==> config.mk <==
export PLATFORM = sky130hd
export DESIGN_NAME = bus_ctrl_flat
export DESIGN_NICKNAME = d
export VERILOG_FILES = /design/src/rtl/proc_ctrl_pkg.sv /design/src/rtl/bus_ctrl_if.sv /design/src/rtl/dec3to8.sv /design/src/rtl/bus_ctrl.sv /design/src/flat_wrapper.sv
export SDC_FILE = /design/constraint.sdc
export NUM_CORES = 1
export LEC_CHECK = 0
export ABC_AREA = 1
export CAP_MARGIN = 25
export CORE_UTILIZATION = 39
export DETAILED_ROUTE_END_ITERATION = 10
export PLACE_DENSITY = 0.79
export SLEW_MARGIN = 20
export SYNTH_ARGS = -nofsm -noshare
export SYNTH_HDL_FRONTEND = slang
export SYNTH_SLANG_ARGS = --single-unit
==> constraint.sdc <==
create_clock -name clock -period 1.8 [get_ports clock]
set_input_delay 0.18 -clock clock [delete_from_list [all_inputs] [get_ports clock]]
set_output_delay 0.18 -clock clock [all_outputs]
set_load 0.02 [all_outputs]
==> src/rtl/proc_ctrl_pkg.sv <==
// Shared constants for the instruction-step controller: opcodes, step encoding, IR layout.
package proc_ctrl_pkg;

  localparam int unsigned DATA_W = 16;
  localparam int unsigned IR_W   = 9;
  localparam int unsigned NREG   = 8;

  typedef enum logic [1:0] {
    T0 = 2'd0,
    T1 = 2'd1,
    T2 = 2'd2,
    T3 = 2'd3
  } step_t;

  typedef enum logic [2:0] {
    OP_MV   = 3'b000,
    OP_MVI  = 3'b001,
    OP_ADD  = 3'b010,
    OP_SUB  = 3'b011,
    OP_MVNZ = 3'b100
  } opcode_t;

  // Instruction register layout: III XXX YYY
  typedef struct packed {
    logic [2:0] op;
    logic [2:0] x;
    logic [2:0] y;
  } ir_t;

endpackage

==> src/rtl/bus_ctrl_if.sv <==
// Control/handshake bundle between the step controller (master) and the datapath (slave).
interface bus_ctrl_if;
  import proc_ctrl_pkg::*;

  logic              run;
  logic [DATA_W-1:0] din;
  logic              g_zero;
  logic              din_out;
  logic [NREG-1:0]   r_out;
  logic              g_out;
  logic [NREG-1:0]   r_in;
  logic              a_in;
  logic              g_in;
  logic              addsub;
  logic              done;

  modport master (
    input  run, din, g_zero,
    output din_out, r_out, g_out, r_in, a_in, g_in, addsub, done
  );

  modport slave (
    output run, din, g_zero,
    input  din_out, r_out, g_out, r_in, a_in, g_in, addsub, done
  );
endinterface

==> src/rtl/dec3to8.sv <==
// 3-bit binary to 8-bit one-hot decoder used for register select lines.
module dec3to8 (
  input  logic [2:0] sel,
  output logic [7:0] onehot
);
  assign onehot = 8'(1) << sel;
endmodule

==> src/rtl/bus_ctrl.sv <==
// Four-step instruction controller (mv, mvi, add, sub; mvnz when MVNZ_EN is defined).
// Outputs are decoded from the registered step and IR, so reset clears them immediately.
module bus_ctrl
  import proc_ctrl_pkg::*;
(
  input  logic      clock,
  input  logic      reset,
  bus_ctrl_if.master bus
);

  step_t           step, step_nxt;
  ir_t             ir;
  logic [NREG-1:0] x_sel, y_sel;

  logic            din_out, g_out, a_in, g_in, addsub, done;
  logic [NREG-1:0] r_out, r_in;

  logic unused_in;
  assign unused_in = ^{bus.din[DATA_W-1:IR_W], bus.g_zero};

  dec3to8 u_dec_x (.sel(ir.x), .onehot(x_sel));
  dec3to8 u_dec_y (.sel(ir.y), .onehot(y_sel));

  always_ff @(posedge clock or posedge reset) begin
    if (reset) begin
      step <= T0;
      ir   <= '0;
    end else begin
      step <= step_nxt;
      if (step == T0 && bus.run) ir <= ir_t'(bus.din[IR_W-1:0]);
    end
  end

  always_comb begin
    step_nxt = step;
    din_out  = 1'b0;
    r_out    = '0;
    g_out    = 1'b0;
    r_in     = '0;
    a_in     = 1'b0;
    g_in     = 1'b0;
    addsub   = 1'b0;
    done     = 1'b0;
    case (step)
      T0: if (bus.run) step_nxt = T1;
      T1: begin
        step_nxt = T0;
        case (ir.op)
          OP_MV: begin
            r_out = y_sel;
            r_in  = x_sel;
            done  = 1'b1;
          end
          OP_MVI: begin
            din_out = 1'b1;
            r_in    = x_sel;
            done    = 1'b1;
          end
          OP_ADD, OP_SUB: begin
            r_out    = x_sel;
            a_in     = 1'b1;
            step_nxt = T2;
          end
`ifdef MVNZ_EN
          // Conditional move: the only output path that depends on a live input
          OP_MVNZ: begin
            done = 1'b1;
            if (!bus.g_zero) begin
              r_out = y_sel;
              r_in  = x_sel;
            end
          end
`endif
          default: done = 1'b1;
        endcase
      end
      T2: begin
        r_out    = y_sel;
        g_in     = 1'b1;
        addsub   = (ir.op == OP_SUB);
        step_nxt = T3;
      end
      T3: begin
        g_out    = 1'b1;
        r_in     = x_sel;
        done     = 1'b1;
        step_nxt = T0;
      end
      default: step_nxt = T0;
    endcase
  end

  assign bus.din_out = din_out;
  assign bus.r_out   = r_out;
  assign bus.g_out   = g_out;
  assign bus.r_in    = r_in;
  assign bus.a_in    = a_in;
  assign bus.g_in    = g_in;
  assign bus.addsub  = addsub;
  assign bus.done    = done;

endmodule

==> src/flat_wrapper.sv <==
// flat-port wrapper written by rule: the top's interface ports become plain ports
module bus_ctrl_flat import proc_ctrl_pkg::*;
  (clock, reset, bus_run, bus_din, bus_g_zero, bus_din_out, bus_r_out, bus_g_out, bus_r_in, bus_a_in, bus_g_in, bus_addsub, bus_done);
  bus_ctrl_if bus_i ();
  input  logic clock;
  input  logic reset;
  input wire logic [$bits(bus_i.run)-1:0] bus_run;
  input wire logic [$bits(bus_i.din)-1:0] bus_din;
  input wire logic [$bits(bus_i.g_zero)-1:0] bus_g_zero;
  output wire logic [$bits(bus_i.din_out)-1:0] bus_din_out;
  output wire logic [$bits(bus_i.r_out)-1:0] bus_r_out;
  output wire logic [$bits(bus_i.g_out)-1:0] bus_g_out;
  output wire logic [$bits(bus_i.r_in)-1:0] bus_r_in;
  output wire logic [$bits(bus_i.a_in)-1:0] bus_a_in;
  output wire logic [$bits(bus_i.g_in)-1:0] bus_g_in;
  output wire logic [$bits(bus_i.addsub)-1:0] bus_addsub;
  output wire logic [$bits(bus_i.done)-1:0] bus_done;
  assign bus_i.run = bus_run;
  assign bus_i.din = bus_din;
  assign bus_i.g_zero = bus_g_zero;
  assign bus_din_out = bus_i.din_out;
  assign bus_r_out = bus_i.r_out;
  assign bus_g_out = bus_i.g_out;
  assign bus_r_in = bus_i.r_in;
  assign bus_a_in = bus_i.a_in;
  assign bus_g_in = bus_i.g_in;
  assign bus_addsub = bus_i.addsub;
  assign bus_done = bus_i.done;
  bus_ctrl u_core (.clock(clock), .reset(reset), .bus(bus_i));
endmodule
==> impl_metrics.py, run 1 <==
metrics = {
    "outcome": {
        "status": "completed",
    },
    "floorplanning": {
        "die_area_um2": 2319,
        "core_um2": 1982,
        "die_w_um": 48.16,
        "fp.dieH_um": 48.16,
        "pin_count": 42,
        "rows": 16,
        "initial_core_util_pct": 41.92,
    },
    "global_routing": {
        "grt_overflow_total": 0,
        "grt_pass1_vias": 833,
        "grt_use_total_pct": 22.54,
        "grt_antenna_before_repair": 0,
        "grt_max_degree": 17,
        "grt_pass1_wl_mm": 3.588,
    },
    "synthesis": {
        "post_synth.cell_area_avg_um2": 7.041,
        "synth_area_um2": 830.8,
        "synthAdderAreaFrac_pct": 6.024,
        "synthMuxAreaShare_pct": 1.355,
        "synth_cell_types": 21,
        "synth-compound-area-share_pct": 14.61,
        "yosysSeqAreaShare_pct": 33.13,
        "ys_ff_latch": 11,
        "synth-simple-area-share_pct": 34.64,
        "synth-xor-area-share_pct": 0,
        "synth_top_family_by_area": "simple AND/OR/NAND/NOR gates",
        "syn_inst": 118,
        "yosysWarnings": 0,
        "synth_fp_nets": 142,
    },
    "clock_tree": {
        "cts_root_buf": "clkbuf_4",
        "insertion_delay_ps": 270,
        "cts_max_path_buffers": 2,
        "hold_buffers": 0,
        "clk_pin_slew_worst_paths_ps": 70,
        "h-tree-depth": 1,
        "numCtsBuffers": 3,
        "numClockSinks": 11,
        "cts_tree": "yes",
    },
    "finish": {
        "n_antenna_cell": 0,
        "syn2layout_area_growth_pct": 68.67,
        "drive_gt1_share_pct": 43.02,
        "num-fill-cells": 158,
        "nets": 197,
        "layout_common_cells": "buf_4, nand2_1, nor3_1",
        "layout_commonest_cell": "buf_4",
        "post-route-util_pct": 70.71,
        "ff_latch_area_um2": 277.8,
        "multi_input_area_um2": 573.1,
    },
    "job": {
        "maxCapViolations": 0,
    },
    "worst_setup_path": {
        "crit_slowest_cell": "dfrtp_1",
        "crit_arrival_ps": 1610,
        "crit_chain": "nor2_2 > buf_4 > a21oi_4 > buf_4 > nor4_2 > buf_2",
        "worstSetupStartpointType": "flip-flop",
        "max_stage_delay_ps": 420,
        "crit_required_ps": 1620,
        "crit_fanout": 5,
        "crit_type": "reg2out",
        "cp-end-kind": "output pin",
        "cpLargestDelayFamily": "buffers and inverters",
        "path_buf_inv": 3,
        "crit_top_cell": "buf_4",
    },
    "min_path": {
        "hold_class": "in2async",
    },
    "routing": {
        "wl_met3_um": 119,
        "drt-vias-per-instance": 5.181,
        "drt-initial-drc-count": 45,
        "wl_met2_mm": 1.397,
        "wirelength_mm": 2.674,
        "drc": 0,
        "drt-met1-wl_mm": 1.105,
        "wl_per_cell_um": 13.44,
        "drtAntennaViolNets": 0,
        "maxUsedRoutingLayer": "met4",
        "drtPass1Iterations": 4,
        "vias": 1031,
    },
    "power_and_ir_drop": {
        "p_per_area_nw_per_um2": 1731,
        "ir_drop_mv": 1.040,
        "p_leak_uw": 0.0006395,
    },
    "sta": {
        "tightest_slew_ps": 417.8,
        "hold_violations": 0,
        "maxSlewHeadroom_pct": 72.12,
        "setup_viol_count_final": 0,
        "rsz0062_at_grt": "yes",
        "fmax_mhz": 558.1,
        "hold-worst-slack_ps": 202.3,
        "slew_viol_final": 0,
        "period_needed_ps": 1792,
        "finalCritPeriodShare_pct": 99.55,
        "skew_ps": 1.513,
    },
    "placed_design": {
        "portBuffers": 33,
        "gp_congestion": 0.8916,
        "dpl.hpwl_mm": 1.979,
    },
}
registers in the layout, summed over array words and instances, names as in the netlist, named ones only:
name	cells
u_core.ir	9
u_core.step	1
logic make-up after synthesis:
logic type	Yosys count
AO/OA/AOI/OAI	23
multiplexers	1
AND/OR/NAND/NOR	59
flip-flops	11
adder cells (fa/ha/maj)	4
buffers and inverters	20
cells in the mapped netlist:
cell type | number | area, um^2
a21oi_1 | 19 | 95.09
buf_2 | 2 | 10.01
buf_4 | 2 | 15.01
dfrtp_1 | 11 | 275.3
ha_1 | 4 | 50.05
inv_1 | 12 | 45.04
inv_2 | 4 | 15.01
mux2_2 | 1 | 11.26
nand2_1 | 18 | 67.56
nand2_2 | 1 | 6.260
nand3_1 | 1 | 5.000
nand4_1 | 1 | 6.260
nor2_1 | 11 | 41.29
nor2_2 | 2 | 12.51
nor2_8 | 1 | 20.02
nor3_1 | 17 | 85.08
nor4_1 | 7 | 43.79
o21ai_0 | 1 | 5.000
o21ai_1 | 1 | 5.000
o21ai_2 | 1 | 8.760
o21bai_1 | 1 | 7.510
through the flow:
stage          power [uW]  TNS [ps]  instances  area, um^2  worst slack [ps]
2_1_floorplan        1361         0        118       830.8             132.7
3_3_place_gp         1977     -2304        193        1313            -177.4
3_5_place_dp         2043     -3318        193        1313            -250.2
4_1_cts              2212         0        198        1296             3.454
5_1_grt              2586    -518.9        199        1401            -63.25
6_report             2426         0        199        1401             8.111
layer usage:
layer | vias up | track usage, %
met5 | - | 0
met4 | 0 | 7.222
met3 | 6 | 3.333
met2 | 35 | 37.87
met1 | 481 | 29.81
li1 | 509 | -
what timing repair did:
action                                  in CTS  in global routing
hold endpoints to repair                     0                  0
pin swaps                                    1                  6
setup buffers                                1                  1
endpoints found under the setup margin      22                 20
gates resized for setup                     81                 38
final timing paths:
check	from	end	slack [ps]	cells after the start
setup / recovery	u_core.ir[7]	bus_r_in[4]	8	6
hold / removal	reset	u_core.ir[8]	200	2
setup reg to reg	flip-flop	flip-flop	440	7
hold reg to reg	u_core.ir[7]	u_core.ir[7]	680	3
max in group asynchronous	reset	u_core.ir[3]	1280	2
min in group clock	bus_din[0]	u_core.ir[0]	480	3
power breakdown:
group,switching (uW),total (uW),internal (uW)
registers,172,543,370
logic,1020,1720,694
clock network,80.4,166,85.9
total,1280,2430,1150
final cells by class:
class                   count  area share (%)
flip-flops and latches     11           19.82
inverters                  16           4.643
repair buffers             54           30.36
clock buffers               4           1.875
multi-input cells          87           40.89
well taps                  27           2.411
Power figures use the tool's default switching activity.
==> run 2, diff against run 1 <==
Settings changed: ABC_AREA 1 to 0, CORE_UTILIZATION 39 to 37, PLACE_DENSITY 0.79 to 0.78.
==> impl_metrics.py, run 2 <==
metrics = {
    "outcome": {
        "status": "finished with violations",
        "violations": "negative setup slack",
    },
    "worst_setup_path": {
        "crit_slowest_cell": "dfrtp_1",
        "cpLargestDelayFamily": "flip-flops",
        "max_stage_delay_ps": 400,
        "crit_fanout": 2,
        "worstSetupStartpointType": "flip-flop",
        "path_buf_inv": 2,
        "worstSetupStartpoint": "u_core.step[0]",
        "crit_chain": "inv_2 > ha_4 > or3b_4 > o31ai_4 > buf_6",
        "reg2reg_slack_ps": 360,
        "endpoint": "bus_r_out[0]",
        "cp-end-kind": "output pin",
        "r2r.worst_path.cells": 5,
        "crit_type": "reg2out",
        "critical_path_depth": 5,
        "crit_required_ps": 1620,
        "timing.rr.start": "u_core.step[0]",
        "crit_arrival_ps": 1770,
    },
    "routing": {
        "vias": 835,
        "drtAntennaViolNets": 0,
        "wirelength_mm": 2.503,
        "drt-vias-per-instance": 5.458,
        "drc": 0,
        "drtPass1Iterations": 4,
        "wl_per_cell_um": 16.36,
        "drt-initial-drc-count": 10,
    },
    "synthesis": {
        "synth_fp_nets": 97,
        "async_reset_ff_share_pct": 100.0,
        "yosysTopAreaCell": "dfrtp_1",
        "synth.top_cells.by_area": "dfrtp_1, mux2_2, ha_1, nor2_1, o32ai_1",
        "post_synth.cell_area_avg_um2": 10.16,
        "synth_cell_types": 28,
        "syn_inst": 73,
        "synth_top_area_share_pct": 37.10,
        "yosysWarnings": 0,
        "ys.flop_type": "dfrtp_1",
        "yosys.cell_count.top_type": "dfrtp_1",
        "ys_ff_latch": 11,
        "synth_commonest_cells": "dfrtp_1, mux2_2, nor2_1",
        "synth_edf_count": 0,
        "synth_area_um2": 742.0,
        "yosysSeqAreaShare_pct": 37.10,
    },
    "sta": {
        "maxSlewHeadroom_pct": 71.86,
        "period_needed_ps": 1945,
        "fin_ws_ps": -145.3,
        "skew_ps": 5.382,
        "tightest_slew_ps": 422.1,
        "slew_viol_final": 0,
        "rsz0062_at_grt": "yes",
        "setup_viol_count_final": 10,
        "fmax_mhz": 514.1,
        "finalCritPeriodShare_pct": 108.1,
        "fin_tns_setup_ps": -841.9,
        "hold_violations": 0,
    },
    "finish": {
        "reg_top3": "u_core.ir x9, u_core.step x1",
        "num-fill-cells": 134,
        "syn2layout_area_growth_pct": 83.64,
        "regMostFlops": "u_core.ir",
        "drive_gt1_share_pct": 57.81,
        "largest_reg_flops": 9,
        "nets": 153,
        "layout_commonest_cell": "buf_4",
        "n_antenna_cell": 0,
        "layout_common_cells": "buf_4, dfrtp_1, clkdlybuf4s50_1",
    },
    "global_routing": {
        "grt_util_met1_pct": 26.92,
        "top_usage_layer": "met2",
        "globalRouteMet2Util_pct": 39.17,
        "grt_antenna_before_repair": 0,
        "grt_max_degree": 12,
        "grt_overflow_total": 0,
        "use_met3_pct": 0.3846,
        "grt_pass1_wl_mm": 3.360,
        "grt_use_total_pct": 22.06,
        "grt_pass1_vias": 770,
    },
    "floorplanning": {
        "core_um2": 1802,
        "rows": 15,
        "pin_count": 42,
        "initial_core_util_pct": 41.18,
        "die_area_um2": 2188,
        "die_w_um": 46.78,
        "fp.dieH_um": 46.78,
    },
    "min_path": {
        "hold_class": "in2async",
    },
    "power_and_ir_drop": {
        "p_per_area_nw_per_um2": 1652,
        "power_uw": 2252,
        "ir_drop_mv": 0.9885,
        "p_leak_uw": 0.0005939,
    },
    "job": {
        "maxCapViolations": 0,
    },
    "placed_design": {
        "dpl.hpwl_mm": 1.644,
        "portBuffers": 33,
        "gp_congestion": 0.7660,
    },
    "clock_tree": {
        "insertion_delay_ps": 260,
        "cts_tree": "yes",
        "h-tree-depth": 1,
        "numCtsBuffers": 3,
        "cts_root_buf": "clkbuf_4",
        "cts_max_path_buffers": 2,
        "numClockSinks": 11,
        "hold_buffers": 0,
        "clk_pin_slew_worst_paths_ps": 70,
    },
}
[run 2: kinds of logic after synthesis]
group	synth area share, %
AOI/OAI and AO/OA	13.49
adders and majority gates	6.746
buffers and inverters	2.530
DFF	37.10
muxes	15.18
and+or+nand+nor	24.96
[run 2: routing by layer]
metal / part of all wire (%) / routed length (um)
met5: 0 / 0
met3: 4.7 / 117
met2: 55 / 1381
met4: 2.0 / 51
met1: 38 / 953
[run 2: report_power, final]
group	switching, uW	total, uW	internal (uW)
registers	209	580	371
logic	712	1510	798
clock network	76.1	162	85.6
[run 2: area by class of cell]
cell class | instances | area (um^2) | share of cell area (%)
sequential | 11 | 275.3 | 20.20
inverter | 5 | 18.77 | 1.377
tap | 25 | 31.28 | 2.296
timing repair buffer | 51 | 425.4 | 31.22
clock buffer | 4 | 26.28 | 1.928
multi-input combinational | 57 | 585.6 | 42.98
[run 2: worst min path at each step]
stage | cells past startpoint | to | from | slack, ps
2_1_floorplan | 1 | async pin | reset | 30
3_3_place_gp | 2 | u_core.ir[1] | reset | 490
3_5_place_dp | 2 | u_core.ir[5] | reset | 500
4_1_cts | 2 | u_core.ir[5] | reset | 200
5_1_grt | 2 | u_core.ir[3] | reset | 230
6_report | 2 | u_core.ir[3] | reset | 220
[run 2: through the flow]
| step | worst slack, ps | cell area, um^2 | util, % | hold slack (ps) | cells |
|---|---|---|---|---|---|
| 6_report | -145.3 | 1363 | 75.63 | 215.1 | 153 |
| 5_1_grt | -232.1 | 1363 | 75.63 | 229.0 | 153 |
| 4_1_cts | -168.6 | 1272 | 70.63 | 204.3 | 152 |
| 3_5_place_dp | -384.0 | 1231 | 68.33 | 498.9 | 148 |
| 3_3_place_gp | -337.5 | 1231 | 68.33 | 490.8 | 148 |
| 2_1_floorplan | 15.56 | 742.0 | - | 32.44 | 73 |
[run 2: timing repair]
item,in CTS,in global routing
resized for setup,107,27
setup endpoints to repair,22,22
setup buffers,1,2
hold endpoints to repair,0,0
pin swaps,10,2
